==> config.mk <==
export PLATFORM = sky130hd
export DESIGN_NAME = aclint_timer
export DESIGN_NICKNAME = d
export VERILOG_FILES = /design/src/rtl/aclint_timer.sv
export SDC_FILE = /design/constraint.sdc
export NUM_CORES = 1
export LEC_CHECK = 0
export CELL_PAD_IN_SITES_DETAIL_PLACEMENT = 0
export CELL_PAD_IN_SITES_GLOBAL_PLACEMENT = 1
export CORE_ASPECT_RATIO = 1.75
export CORE_MARGIN = 3
export CORE_UTILIZATION = 38
export DETAILED_ROUTE_END_ITERATION = 8
export PLACE_DENSITY_LB_ADDON = 0.1
export SYNTH_ARGS = -nofsm -noshare
export SYNTH_HDL_FRONTEND = slang
export SYNTH_SLANG_ARGS = --single-unit
==> constraint.sdc <==
create_clock -name clk_i -period 2.4 [get_ports clk_i]
set_clock_uncertainty 0.15 [all_clocks]
set_input_delay 0.6 -clock clk_i [delete_from_list [all_inputs] [get_ports clk_i]]
set_output_delay 0.6 -clock clk_i [all_outputs]
set_load 0.02 [all_outputs]
==> src/rtl/aclint_timer.sv <==
// Core-local timer/IPI block: 64-bit mtime with per-hart mtimecmp, msip and SETSSIP doorbells.
// Time base is either a synchronised RTC rising edge or an internal clk_i prescaler.
module aclint_timer #(
    parameter int unsigned NR_HARTS       = 1,
    parameter int unsigned SYNC_STAGES    = 2,
    parameter int unsigned PRESCALE_WIDTH = 16,
    parameter int unsigned PRESCALE_RESET = 0
) (
    input  logic                 clk_i,
    input  logic                 rst_i,
    input  logic                 rtc_i,
    input  logic                 req_i,
    input  logic                 we_i,
    input  logic [15:0]          addr_i,
    input  logic [3:0]           be_i,
    input  logic [31:0]          wdata_i,
    output logic                 gnt_o,
    output logic                 rvalid_o,
    output logic [31:0]          rdata_o,
    output logic                 err_o,
    output logic [63:0]          timer_o,
    output logic [NR_HARTS-1:0]  timer_irq_o,
    output logic [NR_HARTS-1:0]  ipi_o,
    output logic [NR_HARTS-1:0]  ssip_o
);

    localparam int unsigned WORD_W = 14;
    localparam logic [WORD_W-1:0] CMP_BASE_W  = 14'h1000;
    localparam logic [WORD_W-1:0] MTIME_LO_W  = 14'h2FFE;
    localparam logic [WORD_W-1:0] MTIME_HI_W  = 14'h2FFF;
    localparam logic [WORD_W-1:0] SSIP_BASE_W = 14'h3000;
    localparam logic [WORD_W-1:0] CTRL_W      = 14'h3200;
    localparam logic [WORD_W-1:0] PRESC_W     = 14'h3201;

    logic [SYNC_STAGES-1:0]           rtc_sync_q;
    logic                             rtc_prev_q;
    logic [PRESCALE_WIDTH-1:0]        presc_q, presc_d, pcnt_q, pcnt_d;
    logic                             mode_q, mode_d, halt_q, halt_d;
    logic [63:0]                      mtime_q, mtime_d;
    logic [NR_HARTS-1:0][63:0]        cmp_q, cmp_d;
    logic [NR_HARTS-1:0]              msip_q, msip_d, ssip_q, ssip_d, irq_q, irq_d;
    logic                             rvalid_q, err_q, err_d;
    logic [31:0]                      rdata_q, rdata_d, rd_val;

    logic [WORD_W-1:0]                word;
    logic                             wr, rtc_rise, pre_hit, tick;
    logic [NR_HARTS-1:0]              msip_sel, cmp_lo_sel, cmp_hi_sel, ssip_sel;
    logic                             mtime_lo_sel, mtime_hi_sel, ctrl_sel, presc_sel, hit;
    logic                             unused_addr_bits;

    assign word             = addr_i[15:2];
    assign wr               = req_i & we_i;
    assign unused_addr_bits = ^addr_i[1:0];

    function automatic logic [31:0] be_merge(input logic [31:0] old_v, input logic [31:0] new_v,
                                             input logic [3:0] be);
        logic [31:0] res;
        for (int unsigned b = 0; b < 4; b++) begin
            res[8*b +: 8] = be[b] ? new_v[8*b +: 8] : old_v[8*b +: 8];
        end
        return res;
    endfunction

    // Address decode and read-data mux
    always_comb begin
        msip_sel   = '0;
        cmp_lo_sel = '0;
        cmp_hi_sel = '0;
        ssip_sel   = '0;
        rd_val     = '0;
        for (int unsigned i = 0; i < NR_HARTS; i++) begin
            msip_sel[i]   = (word == WORD_W'(i));
            cmp_lo_sel[i] = (word == CMP_BASE_W + WORD_W'(2 * i));
            cmp_hi_sel[i] = (word == CMP_BASE_W + WORD_W'(2 * i + 1));
            ssip_sel[i]   = (word == SSIP_BASE_W + WORD_W'(i));
            if (msip_sel[i])   rd_val = {31'b0, msip_q[i]};
            if (cmp_lo_sel[i]) rd_val = cmp_q[i][31:0];
            if (cmp_hi_sel[i]) rd_val = cmp_q[i][63:32];
        end
        mtime_lo_sel = (word == MTIME_LO_W);
        mtime_hi_sel = (word == MTIME_HI_W);
        ctrl_sel     = (word == CTRL_W);
        presc_sel    = (word == PRESC_W);
        if (mtime_lo_sel) rd_val = mtime_q[31:0];
        if (mtime_hi_sel) rd_val = mtime_q[63:32];
        if (ctrl_sel)     rd_val = {30'b0, halt_q, mode_q};
        if (presc_sel)    rd_val = 32'(presc_q);
        hit = (|msip_sel) | (|cmp_lo_sel) | (|cmp_hi_sel) | (|ssip_sel) |
              mtime_lo_sel | mtime_hi_sel | ctrl_sel | presc_sel;
    end

    // Bus-visible register updates, response data and irq compare
    always_comb begin
        msip_d  = msip_q;
        cmp_d   = cmp_q;
        ssip_d  = '0;
        mode_d  = mode_q;
        halt_d  = halt_q;
        presc_d = presc_q;
        rdata_d = '0;
        err_d   = req_i & ~hit;
        if (req_i && !we_i && hit) begin
            rdata_d = rd_val;
        end
        if (wr) begin
            for (int unsigned i = 0; i < NR_HARTS; i++) begin
                if (msip_sel[i] && be_i[0]) msip_d[i] = wdata_i[0];
                if (cmp_lo_sel[i]) cmp_d[i][31:0]  = be_merge(cmp_q[i][31:0], wdata_i, be_i);
                if (cmp_hi_sel[i]) cmp_d[i][63:32] = be_merge(cmp_q[i][63:32], wdata_i, be_i);
                if (ssip_sel[i])   ssip_d[i] = be_i[0] & wdata_i[0];
            end
            if (ctrl_sel && be_i[0]) begin
                mode_d = wdata_i[0];
                halt_d = wdata_i[1];
            end
            if (presc_sel) begin
                presc_d = PRESCALE_WIDTH'(be_merge(32'(presc_q), wdata_i, be_i));
            end
        end
        for (int unsigned i = 0; i < NR_HARTS; i++) begin
            irq_d[i] = (mtime_q >= cmp_q[i]);
        end
    end

    // Tick generation: RTC edge or prescaler wrap; mtime bus writes win over a same-cycle tick
    always_comb begin
        rtc_rise = rtc_sync_q[SYNC_STAGES-1] & ~rtc_prev_q;
        pre_hit  = (pcnt_q == presc_q);
        tick     = mode_q ? pre_hit : rtc_rise;
        if (wr && (ctrl_sel || presc_sel)) begin
            pcnt_d = '0;
        end else if (mode_q) begin
            pcnt_d = pre_hit ? '0 : pcnt_q + PRESCALE_WIDTH'(1);
        end else begin
            pcnt_d = '0;
        end
        mtime_d = mtime_q;
        if (wr && (mtime_lo_sel || mtime_hi_sel)) begin
            if (mtime_lo_sel) mtime_d[31:0]  = be_merge(mtime_q[31:0], wdata_i, be_i);
            if (mtime_hi_sel) mtime_d[63:32] = be_merge(mtime_q[63:32], wdata_i, be_i);
        end else if (tick && !halt_q) begin
            mtime_d = mtime_q + 64'd1;
        end
    end

    // State registers with synchronous reset
    always_ff @(posedge clk_i) begin
        if (rst_i) begin
            rtc_sync_q <= '0;
            rtc_prev_q <= 1'b0;
            presc_q    <= PRESCALE_WIDTH'(PRESCALE_RESET);
            pcnt_q     <= '0;
            mode_q     <= 1'b0;
            halt_q     <= 1'b0;
            mtime_q    <= '0;
            cmp_q      <= '1;
            msip_q     <= '0;
            ssip_q     <= '0;
            irq_q      <= '0;
            rvalid_q   <= 1'b0;
            err_q      <= 1'b0;
            rdata_q    <= '0;
        end else begin
            rtc_sync_q <= {rtc_sync_q[SYNC_STAGES-2:0], rtc_i};
            rtc_prev_q <= rtc_sync_q[SYNC_STAGES-1];
            presc_q    <= presc_d;
            pcnt_q     <= pcnt_d;
            mode_q     <= mode_d;
            halt_q     <= halt_d;
            mtime_q    <= mtime_d;
            cmp_q      <= cmp_d;
            msip_q     <= msip_d;
            ssip_q     <= ssip_d;
            irq_q      <= irq_d;
            rvalid_q   <= req_i;
            err_q      <= err_d;
            rdata_q    <= rdata_d;
        end
    end

    assign gnt_o       = req_i;
    assign rvalid_o    = rvalid_q;
    assign rdata_o     = rdata_q;
    assign err_o       = err_q;
    assign timer_o     = mtime_q;
    assign timer_irq_o = irq_q;
    assign ipi_o       = msip_q;
    assign ssip_o      = ssip_q;

endmodule

==> run summary <==
=================================================================================
Setup slack after placement ........................................   -0.9092 ns
Starting density of the core .......................................       38.75%
Final period demand of the worst path ..............................     2.545 ns
Data required time at the worst endpoint ...........................      2.65 ns
Worst IR Drop VDD ..................................................    0.6052 mV
Critical R2R Capture ............................................... timer_irq_o$_SDFF_PP0_
Largest delay contributor family on the critical path .............. compound AO/OA/AOI/OAI gates
Die height .........................................................     240.6 µm
Standard cell core area ............................................  0.03084 mm²
Final design instance area without fill ............................  0.01808 mm²
Register clock-pin slew on the reported worst setup and hold paths .      0.07 ns
Final cell utilization of the core .................................       58.61%
CTS tree ...........................................................         done
Maximum number of buffers from clock root to sink ..................            3
Failing checks ..................................................... setup timing
Die Area ...........................................................  0.03370 mm²
Root cell of the clock tree ........................................ sky130_fd_sc_hd__clkbuf_16
Hold path cells ....................................................            1
Synth-to-Final Area Change .........................................       51.26%
Top-Level Pins .....................................................          159
Worst skew pair latency ............................................      0.54 ns
Total negative setup slack .........................................   -0.2585 ns
# setup viols final ................................................            6
Total number of H-tree levels ......................................            1
Die span in x ......................................................     140.1 µm
Via count of the first global-routing pass .........................        13293
Fmax ...............................................................    392.9 MHz
Count of antenna diodes in the layout ..............................            0
Critical path, cell by cell ........................................ inv_4 -> ha_4 -> nand2b_4 -> a2111o_1 -> a311oi_2 -> buf_4 -> o22ai_4 -> o221ai_4 -> a21oi_4
DRC violation count after routing ..................................            0
WP data arrival ....................................................      2.79 ns
Element type at the critical path start ............................     register
Worst slew margin relative to its limit ............................       45.51%
Startpoint of the most critical hold path .......................... rtc_sync_q[0]$_SDFF_PP0_
Layout cell share with drive strength beyond 1 .....................       31.28%
Number of buffer and inverter instances along the worst setup path .            2
DR pass1 iterations ................................................            7
Maximum number of pins on one net before global-route repair .......           86
Worst path setup slack after routing ...............................   -0.1451 ns
Syn_area_per_cell ..................................................    8.457 µm²
Antenna violations before repair ...................................            0
Count of unique library cells instantiated by Yosys ................           82
Net count after synthesis ..........................................         1536
Path category of the worst min-delay check ......................... register to register
Number of max-capacitance violations reported ......................            0
RSZ-0062 raised after global routing ...............................         true
Most common flop cell mapped by yosys .............................. sky130_fd_sc_hd__dfxtp_1
Count of yosys warnings during synthesis ...........................            0
Post-layout total power ............................................     7.412 mW
R2R Path Start ..................................................... timer_o[0]$_SDFFE_PP0P_
Via count ..........................................................        13203
Routability cong. ..................................................       0.9031
Total Routed Length ................................................     52200 µm
Endpoint, Worst Hold ............................................... rtc_sync_q[1]$_SDFF_PP0_
DR vias/cell .......................................................        5.939
Wire length of the first global-routing pass .......................     77780 µm
Outcome ............................................................ finished, violations left
Post-synthesis register bit count ..................................          202
Setup slack of the most critical reg-to-reg path ...................     -0.15 ns
Combined area of all synthesized cells .............................  0.01195 mm²
Global Route Usage Sum .............................................       29.42%
Power per cell area ................................................ 410.0 mW/mm²
Antenna violation net count after detailed routing .................            0
Drt first-iter violations ..........................................          860
Post-CTS Hold Buffers ..............................................            0
Total congestion overflow ..........................................            0
Final worst path period share ......................................       106.0%
WL per Instance ....................................................     23.48 µm
Slowest cell on the critical path .................................. sky130_fd_sc_hd__a2111o_1
Worst Tran Pin Value ...............................................    0.8174 ns
Category of the most critical setup path ........................... register to register
Endpoint kind of the worst setup timing path .......................     register
IO buf count .......................................................          156
Post-Place Cell Area ...............................................  0.01599 mm²
Total leakage power ................................................     8.105 nW
Final slew viol count ..............................................            0
Fraction of registers with async set/reset .........................           0%
Number of flops mapped to enable cells by yosys ....................            0
Crit-path max FO ...................................................            2
Cell count after synthesis .........................................         1413
HPWL after DPL .....................................................     37760 µm
Sinks on the clock net .............................................          202
Clock buffer count from CTS ........................................           22
Number of cells on the worst reg-to-reg path .......................            9
Proportion of synthesized chip area in sequential cells ............       33.84%
Site row count .....................................................           85
Final hold violation count .........................................            0
Final-stage net count ..............................................         1940
Highest cell delay on the worst timing path ........................      0.47 ns
=================================================================================
-- layout make-up --
class,instances,area [µm²]
inverters,79,299.0
clock buffers,32,639.4
fillers,2829,12770
well taps,391,489.2
multi-input cells,1031,7935
clock inverters,7,85.08
repair buffers,481,4522
flip-flops and latches,202,4106
-- how the worst max path moves through the flow --
stage,from,to,slack (ns),cells past startpoint
6_report,timer_o[0]$_SDFFE_PP0P_,timer_irq_o$_SDFF_PP0_,-0.15,9
3_5_place_dp,addr_i[7],timer_o[5]$_SDFFE_PP0P_,-0.91,7
2_1_floorplan,addr_i[5],timer_o[37]$_SDFFE_PP0P_,-0.04,7
4_1_cts,timer_o[0]$_SDFFE_PP0P_,timer_irq_o$_SDFF_PP0_,-0.15,10
3_3_place_gp,addr_i[5],timer_o[3]$_SDFFE_PP0P_,-0.83,8
5_1_grt,timer_o[0]$_SDFFE_PP0P_,timer_irq_o$_SDFF_PP0_,-0.20,9
-- per-layer routing --
metal	vias up	wire length (µm)	GRT usage, %	part of all wire, %
met3	167	2248	2.637	4.3
met2	488	27600	55.56	53
met1	6367	18840	31.80	36
li1	6181	-	-	-
met4	0	3520	16.93	6.7
met5	-	0	0	0
-- cells by family (layout without fill, tap and decap cells) --
group	count (synthesis)	count (layout)	share of synthesized area, %
simple gates	470	470	20.25
compound gates	416	416	25.87
flops	202	202	33.84
buf+inv	180	599	6.481
fa+ha+maj	66	66	6.910
mux	53	53	4.743
xor+xnor	26	26	1.906
-- power by group --
group	switching (mW)	leakage, nW	internal (mW)	total, mW
logic	0.273	6.09	0.192	0.465
clock network	1.53	0.360	2.06	3.59
registers	0.00213	1.65	3.35	3.35
-- flip-flops by register name (all words and copies together) (netlist names) --
| signal | flops |
|---|---|
| cmp_q | 64 |
| err_o | 1 |
| halt_q | 1 |
| ipi_o | 1 |
| mode_q | 1 |
| pcnt_q | 16 |
| presc_q | 16 |
| rdata_o | 32 |
| rtc_prev_q | 1 |
| rtc_sync_q | 2 |
| rvalid_o | 1 |
| ssip_o | 1 |
| timer_irq_o | 1 |
| timer_o | 64 |
-- synthesized netlist by cell type, drive strengths merged (4+ instances only) --
| master | n | share of area, % |
|---|---|---|
| inv | 79 | 2.5 |
| o31a | 9 | 0.66 |
| and4 | 14 | 1.0 |
| nand2b | 7 | 0.43 |
| o22ai | 13 | 0.68 |
| and3 | 25 | 1.3 |
| xnor2 | 23 | 1.7 |
| or4 | 6 | 0.44 |
| or3 | 12 | 0.63 |
| nor2b | 7 | 0.37 |
| ha | 66 | 6.9 |
| o32ai | 20 | 1.5 |
| a22oi | 8 | 0.50 |
| mux2i | 24 | 2.0 |
| buf | 48 | 2.3 |
| clkbuf | 53 | 1.7 |
| o311ai | 15 | 1.1 |
| a32o | 8 | 0.68 |
| nor4 | 13 | 1.2 |
| a31oi | 16 | 0.84 |
| o211ai | 64 | 4.0 |
| nor3 | 25 | 1.2 |
| a222oi | 30 | 2.5 |
| mux2 | 29 | 2.7 |
| a21o | 16 | 1.0 |
| a311oi | 4 | 0.29 |
| and2 | 11 | 0.58 |
| o2bb2ai | 13 | 0.95 |
| a32oi | 11 | 0.93 |
| nand2 | 161 | 5.1 |
| a211oi | 24 | 1.5 |
| dfxtp | 202 | 34 |
| a21oi | 64 | 2.7 |
| nand4 | 41 | 2.3 |
| nand3 | 41 | 1.8 |
| nor2 | 94 | 3.0 |
| o31ai | 16 | 1.0 |
| or2 | 5 | 0.26 |
| a211o | 4 | 0.29 |
| o21ai | 47 | 2.0 |
| o41ai | 4 | 0.36 |
| a221oi | 6 | 0.54 |
-- metrics by stage --
step                      hold WS, ns  cells
after floorplan                0.2638   1413
after global placement         0.2663   2139
after detailed placement       0.2783   2139
after CTS                      0.2934   2205
after global routing           0.3247   2223
final                          0.2784   2223
-- repair_timing --
item                                    in CTS  in global routing
buffers inserted                            22                 20
gates cloned                                 5                  2
resized for setup                          138                170
pin swaps                                   29                 73
endpoints found under the setup margin     213                 81
-- cell usage in the layout (no fill, tap or decap), drive strengths merged, types with 38 or more instances in the layout --
master / instances
inv: 79
dfxtp: 202
clkdlybuf4s50: 80
a21oi: 64
nand4: 41
nor2: 94
o21ai: 47
dlygate4sd2: 50
ha: 66
o211ai: 64
nand3: 41
buf: 323
nand2: 161
clkbuf: 38
No activity file was read; power rests on OpenSTA's default activity.
